<file path="src/rtl/vga_pic_fetch_arb_if.sv">
// rtl/vga_pic_fetch_arb_if.sv - shared picture-memory port and host write handshake
//
// Purpose: bundles the single memory port and the host write request channel
//          of vga_pic_fetch_arb.
// Signals:
//   mem_addr/mem_we/mem_din  memory port driven by the arbiter
//   mem_dout                 memory read data, 1-cycle latency
//   wr_valid/wr_addr/wr_data host write request
//   wr_ready                 host write accepted this cycle
// Modports:
//   slave  - the arbiter (vga_pic_fetch_arb)
//   master - the environment: memory plus host writer
`timescale 1ns/1ps
interface vga_pic_fetch_arb_if #(
  parameter int AW = 16
);
  logic [AW-1:0] mem_addr;
  logic          mem_we;
  logic [11:0]   mem_din;
  logic [11:0]   mem_dout;
  logic          wr_valid;
  logic          wr_ready;
  logic [AW-1:0] wr_addr;
  logic [11:0]   wr_data;

  modport slave (
    input  wr_valid, wr_addr, wr_data, mem_dout,
    output wr_ready, mem_addr, mem_we, mem_din
  );

  modport master (
    output wr_valid, wr_addr, wr_data, mem_dout,
    input  wr_ready, mem_addr, mem_we, mem_din
  );
endinterface

</file>
<file path="src/rtl/vga_pic_fetch_arb.sv">
// rtl/vga_pic_fetch_arb.sv - picture fetch controller and memory port arbiter
//
// Purpose: walks a P_WIDTH x P_HEIGHT picture window row-major at screen
//          origin (P_X, P_Y), returns pixels two clk_vga cycles after their
//          fetch, and lends idle memory cycles to a host writer. Display
//          fetch always wins the port.
// Ports:
//   clk_vga     65 MHz pixel clock
//   RST_N       asynchronous active-low reset
//   hcnt, vcnt  pixel / line counters
//   bus         memory port + host write handshake (slave modport)
//   pix_rgb     picture pixel, 0 outside the window
//   pix_in_win  pix_rgb carries picture data this cycle
//   frame_done  one-cycle pulse after the last picture pixel is fetched
// Build option: VGA_PIC_WRLOCK_EN restricts host writes to vertical blanking.
`timescale 1ns/1ps
module vga_pic_fetch_arb #(
  parameter int H_DISP   = 1024,
  parameter int V_DISP   = 768,
  parameter int P_X      = 412,
  parameter int P_Y      = 284,
  parameter int P_WIDTH  = 200,
  parameter int P_HEIGHT = 200,
  parameter int AW       = 16
) (
  input  logic                clk_vga,
  input  logic                RST_N,
  input  logic [10:0]         hcnt,
  input  logic [10:0]         vcnt,
  vga_pic_fetch_arb_if.slave  bus,
  output logic [11:0]         pix_rgb,
  output logic                pix_in_win,
  output logic                frame_done
);

  localparam logic [10:0]   H_LO    = 11'(P_X);
  localparam logic [10:0]   H_HI    = 11'(P_X + P_WIDTH);
  localparam logic [10:0]   V_LO    = 11'(P_Y);
  localparam logic [10:0]   V_HI    = 11'(P_Y + P_HEIGHT);
  localparam logic [10:0]   H_ACT   = 11'(H_DISP);
  localparam logic [10:0]   V_ACT   = 11'(V_DISP);
  localparam logic [AW-1:0] LAST_RD = AW'(P_WIDTH * P_HEIGHT - 1);

  typedef enum logic [1:0] {
    S_WAIT = 2'd0,
    S_ROWS = 2'd1,
    S_DONE = 2'd2
  } state_t;

  state_t        state_q, state_d;
  logic [AW-1:0] rd_addr_q, rd_addr_d;
  logic          done_d;
  logic          flag_q;
  logic [11:0]   pix_rgb_q;
  logic          pix_in_win_q;
  logic          frame_done_q;

  logic fetch_now;
  logic fetch_cyc;
  logic frame_start;
  logic grant_window;
  logic wr_grant;

  // The extra active-area terms only matter for misconfigured windows;
  // they keep the window from ever reaching into blanking.
  assign fetch_now = (vcnt >= V_LO) && (vcnt < V_HI) && (vcnt < V_ACT) &&
                     (hcnt >= H_LO) && (hcnt < H_HI) && (hcnt < H_ACT);
  assign frame_start = (vcnt == 11'd0) && (hcnt == 11'd0);
  // Window hits outside S_ROWS (e.g. after a mid-frame reset) are ignored.
  assign fetch_cyc = fetch_now && (state_q == S_ROWS);

`ifdef VGA_PIC_WRLOCK_EN
  assign grant_window = (vcnt >= V_ACT);
`else
  assign grant_window = 1'b1;
`endif

  // RST_N gates the grant so the memory port is quiet while in reset even
  // though the mux is purely combinational.
  assign wr_grant     = RST_N && bus.wr_valid && !fetch_now && grant_window;
  assign bus.wr_ready = wr_grant;
  assign bus.mem_we   = wr_grant;
  assign bus.mem_addr = wr_grant ? bus.wr_addr : rd_addr_q;
  assign bus.mem_din  = wr_grant ? bus.wr_data : 12'd0;

  always_comb begin
    state_d   = state_q;
    rd_addr_d = rd_addr_q;
    done_d    = 1'b0;
    if (frame_start) begin
      state_d   = S_WAIT;
      rd_addr_d = '0;
    end else begin
      case (state_q)
        S_WAIT: begin
          if ((vcnt == V_LO) && (hcnt == 11'd0)) begin
            state_d = S_ROWS;
          end
        end
        S_ROWS: begin
          if (fetch_now) begin
            // The address parks on the last pixel instead of wrapping.
            if (rd_addr_q == LAST_RD) begin
              state_d = S_DONE;
              done_d  = 1'b1;
            end else begin
              rd_addr_d = rd_addr_q + AW'(1);
            end
          end
        end
        S_DONE: begin
          state_d = S_DONE;
        end
        default: begin
          state_d = S_WAIT;
        end
      endcase
    end
  end

  always_ff @(posedge clk_vga or negedge RST_N) begin
    if (!RST_N) begin
      state_q      <= S_WAIT;
      rd_addr_q    <= '0;
      flag_q       <= 1'b0;
      pix_rgb_q    <= 12'd0;
      pix_in_win_q <= 1'b0;
      frame_done_q <= 1'b0;
    end else begin
      state_q      <= state_d;
      rd_addr_q    <= rd_addr_d;
      // Stage 1 tracks the memory's read latency; stage 2 lands the data.
      flag_q       <= fetch_cyc;
      pix_rgb_q    <= flag_q ? bus.mem_dout : 12'd0;
      pix_in_win_q <= flag_q;
      frame_done_q <= done_d;
    end
  end

  assign pix_rgb    = pix_rgb_q;
  assign pix_in_win = pix_in_win_q;
  assign frame_done = frame_done_q;

endmodule

</file>
<file path="src/flat_wrapper.sv">
// flat-port wrapper written by rule: the top's interface ports become plain ports
module vga_pic_fetch_arb_flat 
#(
  parameter int H_DISP   = 1024,
  parameter int V_DISP   = 768,
  parameter int P_X      = 412,
  parameter int P_Y      = 284,
  parameter int P_WIDTH  = 200,
  parameter int P_HEIGHT = 200,
  parameter int AW       = 16
)
  (clk_vga, RST_N, hcnt, vcnt, pix_rgb, pix_in_win, frame_done, bus_wr_valid, bus_wr_addr, bus_wr_data, bus_mem_dout, bus_wr_ready, bus_mem_addr, bus_mem_we, bus_mem_din);
  vga_pic_fetch_arb_if #(.AW(AW)) bus_i ();
  input  logic clk_vga;
  input  logic RST_N;
  input  logic [10:0] hcnt;
  input  logic [10:0] vcnt;
  output logic [11:0] pix_rgb;
  output logic pix_in_win;
  output logic frame_done;
  input wire logic [$bits(bus_i.wr_valid)-1:0] bus_wr_valid;
  input wire logic [$bits(bus_i.wr_addr)-1:0] bus_wr_addr;
  input wire logic [$bits(bus_i.wr_data)-1:0] bus_wr_data;
  input wire logic [$bits(bus_i.mem_dout)-1:0] bus_mem_dout;
  output wire logic [$bits(bus_i.wr_ready)-1:0] bus_wr_ready;
  output wire logic [$bits(bus_i.mem_addr)-1:0] bus_mem_addr;
  output wire logic [$bits(bus_i.mem_we)-1:0] bus_mem_we;
  output wire logic [$bits(bus_i.mem_din)-1:0] bus_mem_din;
  assign bus_i.wr_valid = bus_wr_valid;
  assign bus_i.wr_addr = bus_wr_addr;
  assign bus_i.wr_data = bus_wr_data;
  assign bus_i.mem_dout = bus_mem_dout;
  assign bus_wr_ready = bus_i.wr_ready;
  assign bus_mem_addr = bus_i.mem_addr;
  assign bus_mem_we = bus_i.mem_we;
  assign bus_mem_din = bus_i.mem_din;
  vga_pic_fetch_arb #(.H_DISP(H_DISP), .V_DISP(V_DISP), .P_X(P_X), .P_Y(P_Y), .P_WIDTH(P_WIDTH), .P_HEIGHT(P_HEIGHT), .AW(AW)) u_core (.clk_vga(clk_vga), .RST_N(RST_N), .hcnt(hcnt), .vcnt(vcnt), .bus(bus_i), .pix_rgb(pix_rgb), .pix_in_win(pix_in_win), .frame_done(frame_done));
endmodule
</file>
<file path="config.mk">
export PLATFORM = sky130hd
export DESIGN_NAME = vga_pic_fetch_arb_flat
export DESIGN_NICKNAME = d
export VERILOG_FILES = /design/src/rtl/vga_pic_fetch_arb_if.sv /design/src/rtl/vga_pic_fetch_arb.sv /design/src/flat_wrapper.sv
export SDC_FILE = /design/constraint.sdc
export NUM_CORES = 1
export LEC_CHECK = 0
export CAP_MARGIN = 20
export CORE_AREA = 2 2 75 77
export CTS_CLUSTER_DIAMETER = 120
export DETAILED_ROUTE_END_ITERATION = 8
export DIE_AREA = 0 0 77 79
export MAX_ROUTING_LAYER = met4
export PLACE_DENSITY = 0.88
export SLEW_MARGIN = 10
export SYNTH_ARGS = -nofsm -noshare
export SYNTH_HDL_FRONTEND = slang
export SYNTH_SLANG_ARGS = --single-unit
</file>
<file path="constraint.sdc">
create_clock -name clk_vga -period 4.27 [get_ports clk_vga]
set_input_delay 0.854 -clock clk_vga [delete_from_list [all_inputs] [get_ports clk_vga]]
set_output_delay 0.854 -clock clk_vga [all_outputs]
set_load 0.005 [all_outputs]
</file>
==> run_results.csv <==
group,metric,value,unit
logic_synthesis,synth-async-reset-ratio,100,%
logic_synthesis,synth_seq_cells,33,
drt,viasPerCell,5.15,
power,power,0.761,mW
logic_synthesis,synth_top_area_cell,"dfrtp_1",
power,ir_drop,253,uV
timing,finalHoldViolCount,0,
global_route,grt_pass1_vias,2126,
power,power.leakage,1.63,nW
cts,ctsLongestPathBuffers,2,
global_route,antenna_found_initial,0,
logic_synthesis,ys_types,49,
outcome,status,"finished, final reports clean",
drt,drtAntennaViolNets,0,
final_layout,drive_gt1_share,17.4,%
timing,min_period,4.19,ns
cts,hold_buffers,0,
cts,tritoncts,"done",
cts,cts_sinks,33,
final_layout,fin_util,64.8,%
global_route,grt_max_degree,34,
critical_path,path_class,"input port to output port",
placement,placed_area,3310,sq um
logic_synthesis,synth_ff_type,"dfrtp_1",
cts,htreeDepth,2,
drt,vias,2087,
final_layout,num-nets-final,400,
cts,numCtsBuffers,5,
logic_synthesis,seq_area_frac_synth,40.2,%
final_layout,antenna_cells,0,
timing,tightest_slew,0.676,ns
logic_synthesis,yosys_warnings,0,
critical_path,end_kind,"output port",
critical_path,cp_max_fo,9,
critical_path,worstPathRequired,3.42,ns
die,core_area,5340,sq um
run,maxCapViolCount,0,
power,power_density,220,nW/um^2
drt,drc,0,
die,fp-row-count,27,
timing,setup_viol,0,
hold_path,worst_hold_path_type,"register to register",
die,start_util,38.5,%
critical_path,worstSetupStartpointType,"input port",
cts,clkTransAtPathRegs,0.07,ns
logic_synthesis,syn_avg_cell_area,10.0,sq um
logic_synthesis,syn_inst,205,
logic_synthesis,syn-cell-area,2050,sq um
drt,dr.pass1.iters,4,
placement,routabilityCongestion,0.871,
global_route,grt_usage,21.0,%
final_layout,synthToLayoutAreaGrowth,68.3,%
die,die_area,6080,sq um
drt,drtIter0Drc,98,
global_route,grt_pass1_wl,9890,um
timing,slew_headroom,54.6,%
drt,routed_wl,6090,um
timing,period_share,98.2,%
logic_synthesis,ys_top_cells_by_area,"dfrtp_1 40%, mux2_2 8.8%, and2_1 7.3%",
logic_synthesis,synth_nets,273,
timing,report.final.slew_viol_count,0,
die,ios,109,
timing,fin_skew,0.00752,ns
logic_synthesis,synth_edf_count,0,
placement,dp_hpwl,4630,um
timing,max_freq,238,MHz
placement,io_buffers,108,
critical_path,arrival,3.34,ns
die,die_x,77,um
global_route,grt_overflow_total,0,
logic_synthesis,netlist.area_leader.share,40.2,%
final_layout,final_cell_area,3460,sq um
cts,root_buffer,"clkbuf_8",
timing,finalSetupTns,0,ns
cts,worstSkewPairLatency,0.30,ns
drt,routedWlPerCell,15.0,um
die,die_h,79,um
[cell type report]
type | instances | area (sq um)
clock inverters | 3 | 46.3
clock buffers | 5 | 68.8
fillers | 455 | 1880
repair buffers | 127 | 1210
inverters | 7 | 26.3
multi-input cells | 158 | 1190
well taps | 72 | 90.1
flip-flops and latches | 33 | 826
[synth_stat cells, types with 2 or more instances]
cell type	number
dfrtp_1	33
and2_1	24
mux2_2	16
nand2_1	13
nand3_1	12
nor2_1	12
inv_1	7
nor4_1	6
nor4b_1	5
o21ai_0	5
or3_1	5
xnor2_1	5
a21oi_1	4
and3_1	4
nor3_1	4
a21o_1	3
buf_4	3
clkbuf_1	3
ha_1	3
mux2i_1	3
nand4_1	3
and4_1	2
nand2b_1	2
or3_4	2
xor2_1	2
[flip-flops by register name (all words and copies together) (netlist names)]
| register | flops |
|---|---|
| u_core.pix_rgb | 12 |
| u_core.state_q | 2 |
| u_core.rd_addr_q | 16 |
| u_core.frame_done | 1 |
| u_core.pix_in_win | 1 |
| u_core.flag_q | 1 |
[timing repair]
item,4_1_cts,5_1_grt
gates cloned,0,0
pin swaps,1,1
hold endpoints to repair,0,0
endpoints found under the setup margin,30,13
buffers inserted,2,1
gates resized for setup,29,5
[worst max-delay path, stage by stage]
cell and delay [ns]:
clkdlybuf4s50_1 0.48, or3b_4 0.42, a2111oi_4 0.33, nand2_2 0.11, o311a_4 0.42, buf_6 0.14, buf_4 0.15, clkdlybuf4s50_1 0.44
[layer usage]
metal / GRT usage (%) / wire (um) / part of all wire (%)
met1: 23.5 / 2430 / 40
met2: 37.4 / 3160 / 52
met3: 6.02 / 434 / 7.1
met4: 5.18 / 69 / 1.1
met5: - / 0 / 0
[final timing paths]
kind	cells past startpoint	end	start	slack [ns]
setup / recovery	8	bus_mem_we	vcnt[8]	0.08
hold / removal	1	u_core.rd_addr_q[3]$_DFFE_PN0P_	u_core.rd_addr_q[3]$_DFFE_PN0P_	0.54
setup reg to reg	7	u_core.rd_addr_q[9]$_DFFE_PN0P_	u_core.rd_addr_q[0]$_DFFE_PN0P_	2.17
hold reg to reg	1	u_core.rd_addr_q[3]$_DFFE_PN0P_	u_core.rd_addr_q[3]$_DFFE_PN0P_	0.54
max in group asynchronous	2	u_core.state_q[1]$_DFFE_PN0P_	RST_N	2.93
min in group asynchronous	2	u_core.rd_addr_q[6]$_DFFE_PN0P_	RST_N	1.05
[stage by stage]
stage	hold slack [ns]	instances	setup slack, ns
after floorplan	0.377	205	0.688
after global placement	0.529	394	-0.209
after detailed placement	0.533	394	-0.263
after CTS	0.543	404	0.0385
after global routing	0.594	405	-0.00440
final	0.538	405	0.0764
[logic make-up after synthesis]
kind of cell,share of synthesized area [%]
AND/OR/NAND/NOR,31.3
XOR/XNOR,2.98
AO/OA/AOI/OAI,10.3
buffers and inverters,3.17
adder cells (fa/ha/maj),1.83
multiplexers,10.2
flip-flops,40.2
[power by group]
group	switching [mW]	internal, mW	leakage, nW
logic	0.0463	0.0933	1.11
clock network	0.129	0.175	0.0543
registers	0.00245	0.316	0.460
total	0.177	0.584	1.63
[cell usage in the layout (no fill, tap or decap), types with 5 or more instances in the layout]
master / n
nor4b_1: 5
nand2_1: 12
inv_1: 7
clkdlybuf4s50_1: 80
dfrtp_1: 33
or3_1: 5
dlygate4sd2_1: 24
xnor2_1: 5
clkbuf_8: 5
o21ai_0: 5
nor4_1: 5
nor2_1: 12
and2_1: 24
buf_4: 16
nand3_1: 12
mux2_2: 16
(Power assumes the default switching activity.)
